`src/rtl/int_regfile_sb_if.sv`:
```
// Writeback, decode-read and scoreboard signals between the pipeline and the integer register file.
// The master side drives indices and strobes; the slave (register file) returns read data and busy flags.
interface int_regfile_sb_if #(
  parameter int unsigned XLEN = 32,
  parameter int unsigned NREG = 32
);
  localparam int unsigned AW = $clog2(NREG);

  logic            wr_en;
  logic [AW-1:0]   wr_addr;
  logic [XLEN-1:0] wr_data;
  logic [AW-1:0]   rs1_addr;
  logic [AW-1:0]   rs2_addr;
  logic [XLEN-1:0] rs1_data;
  logic [XLEN-1:0] rs2_data;
  logic            iss_en;
  logic [AW-1:0]   iss_rd;
  logic            flush;
  logic            rs1_busy;
  logic            rs2_busy;
  logic            stall;

  modport master (
    output wr_en, wr_addr, wr_data, rs1_addr, rs2_addr, iss_en, iss_rd, flush,
    input  rs1_data, rs2_data, rs1_busy, rs2_busy, stall
  );

  modport slave (
    input  wr_en, wr_addr, wr_data, rs1_addr, rs2_addr, iss_en, iss_rd, flush,
    output rs1_data, rs2_data, rs1_busy, rs2_busy, stall
  );
endinterface

```
`src/rtl/int_regfile_sb.sv`:
```
// Integer register file x0..x(NREG-1) with two combinational read ports, optional
// write-to-read bypass and a per-register pending-write scoreboard for RAW stalls.
module int_regfile_sb #(
  parameter int unsigned XLEN   = 32,
  parameter int unsigned NREG   = 32,
  parameter bit          BYPASS = 1'b1
) (
  input logic               clk,
  input logic               rst,
  int_regfile_sb_if.slave   rf
);
  localparam int unsigned AW = $clog2(NREG);

  logic [XLEN-1:0] regs [NREG];
  logic [NREG-1:0] pend;
  logic [NREG-1:0] wr_dec;
  logic [NREG-1:0] iss_dec;
  logic            wr_live;
  logic            fwd1;
  logic            fwd2;

  // Forwarding is masked during reset so the read ports show zero while rst is high.
  assign wr_live = rf.wr_en && !rst;

  always_comb begin
    wr_dec  = '0;
    iss_dec = '0;
    if (rf.wr_en && (rf.wr_addr != '0))
      wr_dec[rf.wr_addr] = 1'b1;
    if (rf.iss_en && (rf.iss_rd != '0))
      iss_dec[rf.iss_rd] = 1'b1;
  end

  always_ff @(posedge clk or posedge rst) begin
    if (rst) begin
      for (int unsigned i = 0; i < NREG; i++)
        regs[i] <= '0;
    end else begin
      for (int unsigned i = 1; i < NREG; i++)
        if (wr_dec[i])
          regs[i] <= rf.wr_data;
    end
  end

  // A new issue wins over a same-cycle writeback: that writeback belongs to the older producer.
  always_ff @(posedge clk or posedge rst) begin
    if (rst)
      pend <= '0;
    else if (rf.flush)
      pend <= '0;
    else
      pend <= ((pend & ~wr_dec) | iss_dec) & ~{{(NREG-1){1'b0}}, 1'b1};
  end

  always_comb begin
    fwd1 = BYPASS && wr_live && (rf.wr_addr == rf.rs1_addr) && (rf.rs1_addr != '0);
    fwd2 = BYPASS && wr_live && (rf.wr_addr == rf.rs2_addr) && (rf.rs2_addr != '0);
  end

  always_comb begin
    rf.rs1_data = '0;
    rf.rs2_data = '0;
    if (rf.rs1_addr != '0)
      rf.rs1_data = fwd1 ? rf.wr_data : regs[rf.rs1_addr];
    if (rf.rs2_addr != '0)
      rf.rs2_data = fwd2 ? rf.wr_data : regs[rf.rs2_addr];
  end

  always_comb begin
    rf.rs1_busy = pend[rf.rs1_addr] && !fwd1;
    rf.rs2_busy = pend[rf.rs2_addr] && !fwd2;
    rf.stall    = rf.rs1_busy || rf.rs2_busy;
  end

  logic unused_aw;
  assign unused_aw = ^AW;
endmodule

```
`src/flat_wrapper.sv`:
```
// flat-port wrapper written by rule: the top's interface ports become plain ports
module int_regfile_sb_flat 
#(
  parameter int unsigned XLEN   = 32,
  parameter int unsigned NREG   = 32,
  parameter bit          BYPASS = 1'b1
)
  (clk, rst, rf_wr_en, rf_wr_addr, rf_wr_data, rf_rs1_addr, rf_rs2_addr, rf_iss_en, rf_iss_rd, rf_flush, rf_rs1_data, rf_rs2_data, rf_rs1_busy, rf_rs2_busy, rf_stall);
  int_regfile_sb_if #(.XLEN(XLEN), .NREG(NREG)) rf_i ();
  input logic clk;
  input logic rst;
  input wire logic [$bits(rf_i.wr_en)-1:0] rf_wr_en;
  input wire logic [$bits(rf_i.wr_addr)-1:0] rf_wr_addr;
  input wire logic [$bits(rf_i.wr_data)-1:0] rf_wr_data;
  input wire logic [$bits(rf_i.rs1_addr)-1:0] rf_rs1_addr;
  input wire logic [$bits(rf_i.rs2_addr)-1:0] rf_rs2_addr;
  input wire logic [$bits(rf_i.iss_en)-1:0] rf_iss_en;
  input wire logic [$bits(rf_i.iss_rd)-1:0] rf_iss_rd;
  input wire logic [$bits(rf_i.flush)-1:0] rf_flush;
  output wire logic [$bits(rf_i.rs1_data)-1:0] rf_rs1_data;
  output wire logic [$bits(rf_i.rs2_data)-1:0] rf_rs2_data;
  output wire logic [$bits(rf_i.rs1_busy)-1:0] rf_rs1_busy;
  output wire logic [$bits(rf_i.rs2_busy)-1:0] rf_rs2_busy;
  output wire logic [$bits(rf_i.stall)-1:0] rf_stall;
  assign rf_i.wr_en = rf_wr_en;
  assign rf_i.wr_addr = rf_wr_addr;
  assign rf_i.wr_data = rf_wr_data;
  assign rf_i.rs1_addr = rf_rs1_addr;
  assign rf_i.rs2_addr = rf_rs2_addr;
  assign rf_i.iss_en = rf_iss_en;
  assign rf_i.iss_rd = rf_iss_rd;
  assign rf_i.flush = rf_flush;
  assign rf_rs1_data = rf_i.rs1_data;
  assign rf_rs2_data = rf_i.rs2_data;
  assign rf_rs1_busy = rf_i.rs1_busy;
  assign rf_rs2_busy = rf_i.rs2_busy;
  assign rf_stall = rf_i.stall;
  int_regfile_sb #(.XLEN(XLEN), .NREG(NREG), .BYPASS(BYPASS)) u_core (.clk(clk), .rst(rst), .rf(rf_i));
endmodule
```
`config.mk`:
```
export PLATFORM = sky130hd
export DESIGN_NAME = int_regfile_sb_flat
export DESIGN_NICKNAME = d
export VERILOG_FILES = /design/src/rtl/int_regfile_sb_if.sv /design/src/rtl/int_regfile_sb.sv /design/src/flat_wrapper.sv
export SDC_FILE = /design/constraint.sdc
export NUM_CORES = 2
export LEC_CHECK = 0
export ABC_AREA = 0
export CORE_MARGIN = 2
export CORE_UTILIZATION = 25
export CTS_BUF_LIST = sky130_fd_sc_hd__clkbuf_8 sky130_fd_sc_hd__clkbuf_16
export DETAILED_ROUTE_END_ITERATION = 8
export GPL_TIMING_DRIVEN = 0
export PLACE_DENSITY = 0.37
export REMOVE_ABC_BUFFERS = 1
export SYNTH_ARGS = -nofsm -noshare
export SYNTH_HDL_FRONTEND = slang
export SYNTH_SLANG_ARGS = --single-unit
```
`constraint.sdc`:
```
create_clock -name clk -period 43.1 [get_ports clk]
set_input_delay 8.62 -clock clk [delete_from_list [all_inputs] [get_ports clk]]
set_output_delay 8.62 -clock clk [all_outputs]
set_load 0.005 [all_outputs]
```
==> results.py <==
metrics = {
    "outcome": {
        "status": "finished, final reports clean",
    },
    "critical_path": {
        "crit_slowest_cell": "a31oi_1",
        "max_stage_delay_ps": 1000,
        "cp-end-kind": "primary output",
        "rr_endpoint": "u_core.pend[4]",
        "setup.worst_path.start": "rst",
        "timing.rr.start": "u_core.pend[4]",
        "crit_type": "in2out",
        "ff2ff_path_depth": 2,
        "startpoint_type": "primary input",
        "path_max_fanout": 103,
        "path_cells": "clkdlybuf4s50_1 > inv_8 > buf_16 > buf_16 > and3_1 > nand3_4 > a31oi_1 > clkdlybuf4s50_1",
        "reg2reg_slack_ps": 42280,
        "crit_required_ps": 34480,
        "cp-endpoint": "rf_rs1_data[7]",
        "crit_arrival_ps": 13540,
    },
    "routing": {
        "ant_nets": 0,
        "dr.pass1.iters": 5,
        "drt-total-wl_um": 203000,
        "initialDrtViolationCount": 2529,
        "viasPerCell": 5.13,
        "vias": 35200,
        "wire_per_inst_um": 29.5,
        "drc": 0,
    },
    "timing": {
        "fin_setup_tns_ps": 0,
        "timing_hold_violations_final": 0,
        "min_period_ps": 22160,
        "slew_viol_final": 0,
        "setup_viol": 0,
        "rsz0062_at_grt": "false",
        "fmax_ghz": 0.0451,
        "worst_pin_slew_ps": 1350,
        "slew_headroom_pct": 9.97,
        "post-route-period-util_pct": 51.4,
        "finalClockSkew_ps": 0,
    },
    "grt": {
        "grt.total_usage_pct": 17.9,
        "overflow": 0,
        "antenna_found_initial": 16,
        "grt_max_degree": 111,
        "first_global_vias": 36800,
        "grt_pass1_wl_um": 290000,
    },
    "finish": {
        "area_growth_pct": 17.6,
        "final_nets": 3848,
        "drive_gt1_share_pct": 47.9,
        "stdcell_area_mm2": 0.0655,
    },
    "synth": {
        "synthArstFlopShare_pct": 100,
        "synthTopCellsByCount": "1084 x mux2_2, 1023 x dfrtp_1, 425 x mux4_2",
        "synth_area_leaders": "dfrtp_1 46%, mux2_2 22%, mux4_2 17%",
        "ys_warn_count": 32,
        "synth_cell_types": 53,
        "synthFlopType": "dfrtp_1",
        "synthCells": 3851,
        "ys_ff_latch": 1023,
        "synth_top_area_share_pct": 46.0,
        "synth_sequential_area_ratio_pct": 46.0,
        "yosys.area.top_type": "dfrtp_1",
        "synth_edf_count": 0,
        "synth.most_common_cell": "mux2_2",
        "synth_area_mm2": 0.0556,
        "avgSynthCellArea_um2": 14.5,
    },
    "clocking": {
        "cts_buffers": 133,
        "root_buffer": "clkbuf_16",
        "cts_tree": "built",
        "clkSlewWorstSetupHoldPaths_ps": 50,
        "htree_levels": 4,
        "postCtsHoldBufs": 0,
        "clkLatencyLatePin_ps": 750,
        "clockBufferDepth": 3,
        "ctsResizeCount": 0,
        "cts_setup_buffers": 0,
        "clock-sinks": 1023,
    },
    "floorplan": {
        "dieArea_mm2": 0.226,
        "rows": 173,
        "boundaryPins": 124,
        "coreArea_mm2": 0.222,
        "die-height_um": 476,
        "dieWidth_um": 476,
        "start_util_pct": 25.1,
    },
    "place": {
        "port_buffers": 123,
        "place_area_mm2": 0.0611,
        "hpwl_um": 122000,
        "place_congestion": 0.698,
    },
    "pwr": {
        "p_leak_nw": 27.3,
        "power_density_mw_per_mm2": 45.8,
        "vdd_drop_max_uv": 29.5,
    },
    "worst_hold_path": {
        "min_path_type": "reg2reg",
    },
    "job": {
        "cap_violations": 0,
    },
}
[worst min-delay path by stage]
| stage | start | end | slack [ps] | cells after the start |
|---|---|---|---|---|
| 2_1_floorplan | u_core.regs[63] | u_core.regs[63] | 470 | 1 |
| 6_report | u_core.regs[611] | u_core.regs[611] | 500 | 1 |
| 3_5_place_dp | u_core.regs[611] | u_core.regs[611] | 490 | 1 |
| 3_3_place_gp | u_core.regs[565] | u_core.regs[565] | 480 | 1 |
| 4_1_cts | u_core.regs[611] | u_core.regs[611] | 510 | 1 |
| 5_1_grt | u_core.regs[560] | u_core.regs[560] | 520 | 1 |
[cells by family (layout without fill, tap and decap cells)]
| family | Yosys count | in the layout | synth area share, % |
|---|---|---|---|
| other | 0 | 3 | 0 |
| multiplexers | 1684 | 1684 | 42.4 |
| AO/OA/AOI/OAI | 326 | 326 | 4.30 |
| buffers and inverters | 418 | 455 | 3.83 |
| XOR/XNOR | 10 | 10 | 0.157 |
| flip-flops | 1023 | 1023 | 46.0 |
| AND/OR/NAND/NOR | 390 | 390 | 3.33 |
[per-stage QoR]
| step | instances | hold WS (ps) | setup slack, ps | util [%] | power (mW) |
|---|---|---|---|---|---|
| after detailed placement | 6631 | 493 | 20760 | 27.5 | 1.90 |
| after CTS | 6863 | 506 | 20740 | 29.5 | 3.04 |
| after global placement | 6535 | 484 | -20420 | 26.4 | 1.97 |
| after global routing | 6864 | 523 | 20560 | 29.5 | 3.15 |
| after floorplan | 3437 | 470 | 1040 | - | 1.67 |
| final | 6866 | 501 | 20940 | 29.5 | 2.99 |
[flip-flops by register name, summed over array words and instances (netlist names)]
register and count:
u_core.regs 992, u_core.pend 31
[cell usage in the layout (no fill, tap or decap), drive strengths merged, types with 4 or more instances in the layout]
master,instances
a21oi,19
a221oi,66
a22o,30
a22oi,48
a31oi,32
buf,102
clkbuf,174
clkdlybuf4s50,117
clkinv,17
dfrtp,1023
inv,42
mux2,1123
mux2i,136
mux4,425
nand2,44
nand2b,9
nand3,5
nand3b,6
nor2,171
nor2b,38
nor3,97
nor3b,4
o21ai,21
o22ai,67
o32ai,31
xnor2,6
xor2,4
[power by group]
group,total [mW],internal (mW),switching (mW)
logic,0.606,0.366,0.240
registers,1.27,1.14,0.127
clock network,1.12,0.661,0.457
total,2.99,2.17,0.824
[critical path: cells and delay by family]
| family | cells | cell delay, ps |
|---|---|---|
| buffers and inverters | 5 | 2350 |
| AO/OA/AOI/OAI | 1 | 1000 |
| AND/OR/NAND/NOR | 2 | 1260 |
[area by class of cell]
| type | count | area [um^2] |
|---|---|---|
| clock inverter | 58 | 389 |
| timing repair buffer | 219 | 3520 |
| multi-input combinational | 2410 | 28200 |
| inverter | 4 | 22.5 |
| tap | 2975 | 3720 |
| sequential | 1023 | 25600 |
| antenna | 3 | 7.51 |
| fill | 22100 | 156000 |
| clock buffer | 174 | 3970 |
[metal layers]
layer | global-route usage (%) | wire length (um) | vias up
met5 | 0 | 0 | -
li1 | - | - | 14800
met3 | 2.45 | 8590 | 244
met4 | 4.16 | 4130 | 0
met2 | 27.2 | 90900 | 760
met1 | 26.7 | 99000 | 19400
Power figures use the tool's default switching activity.
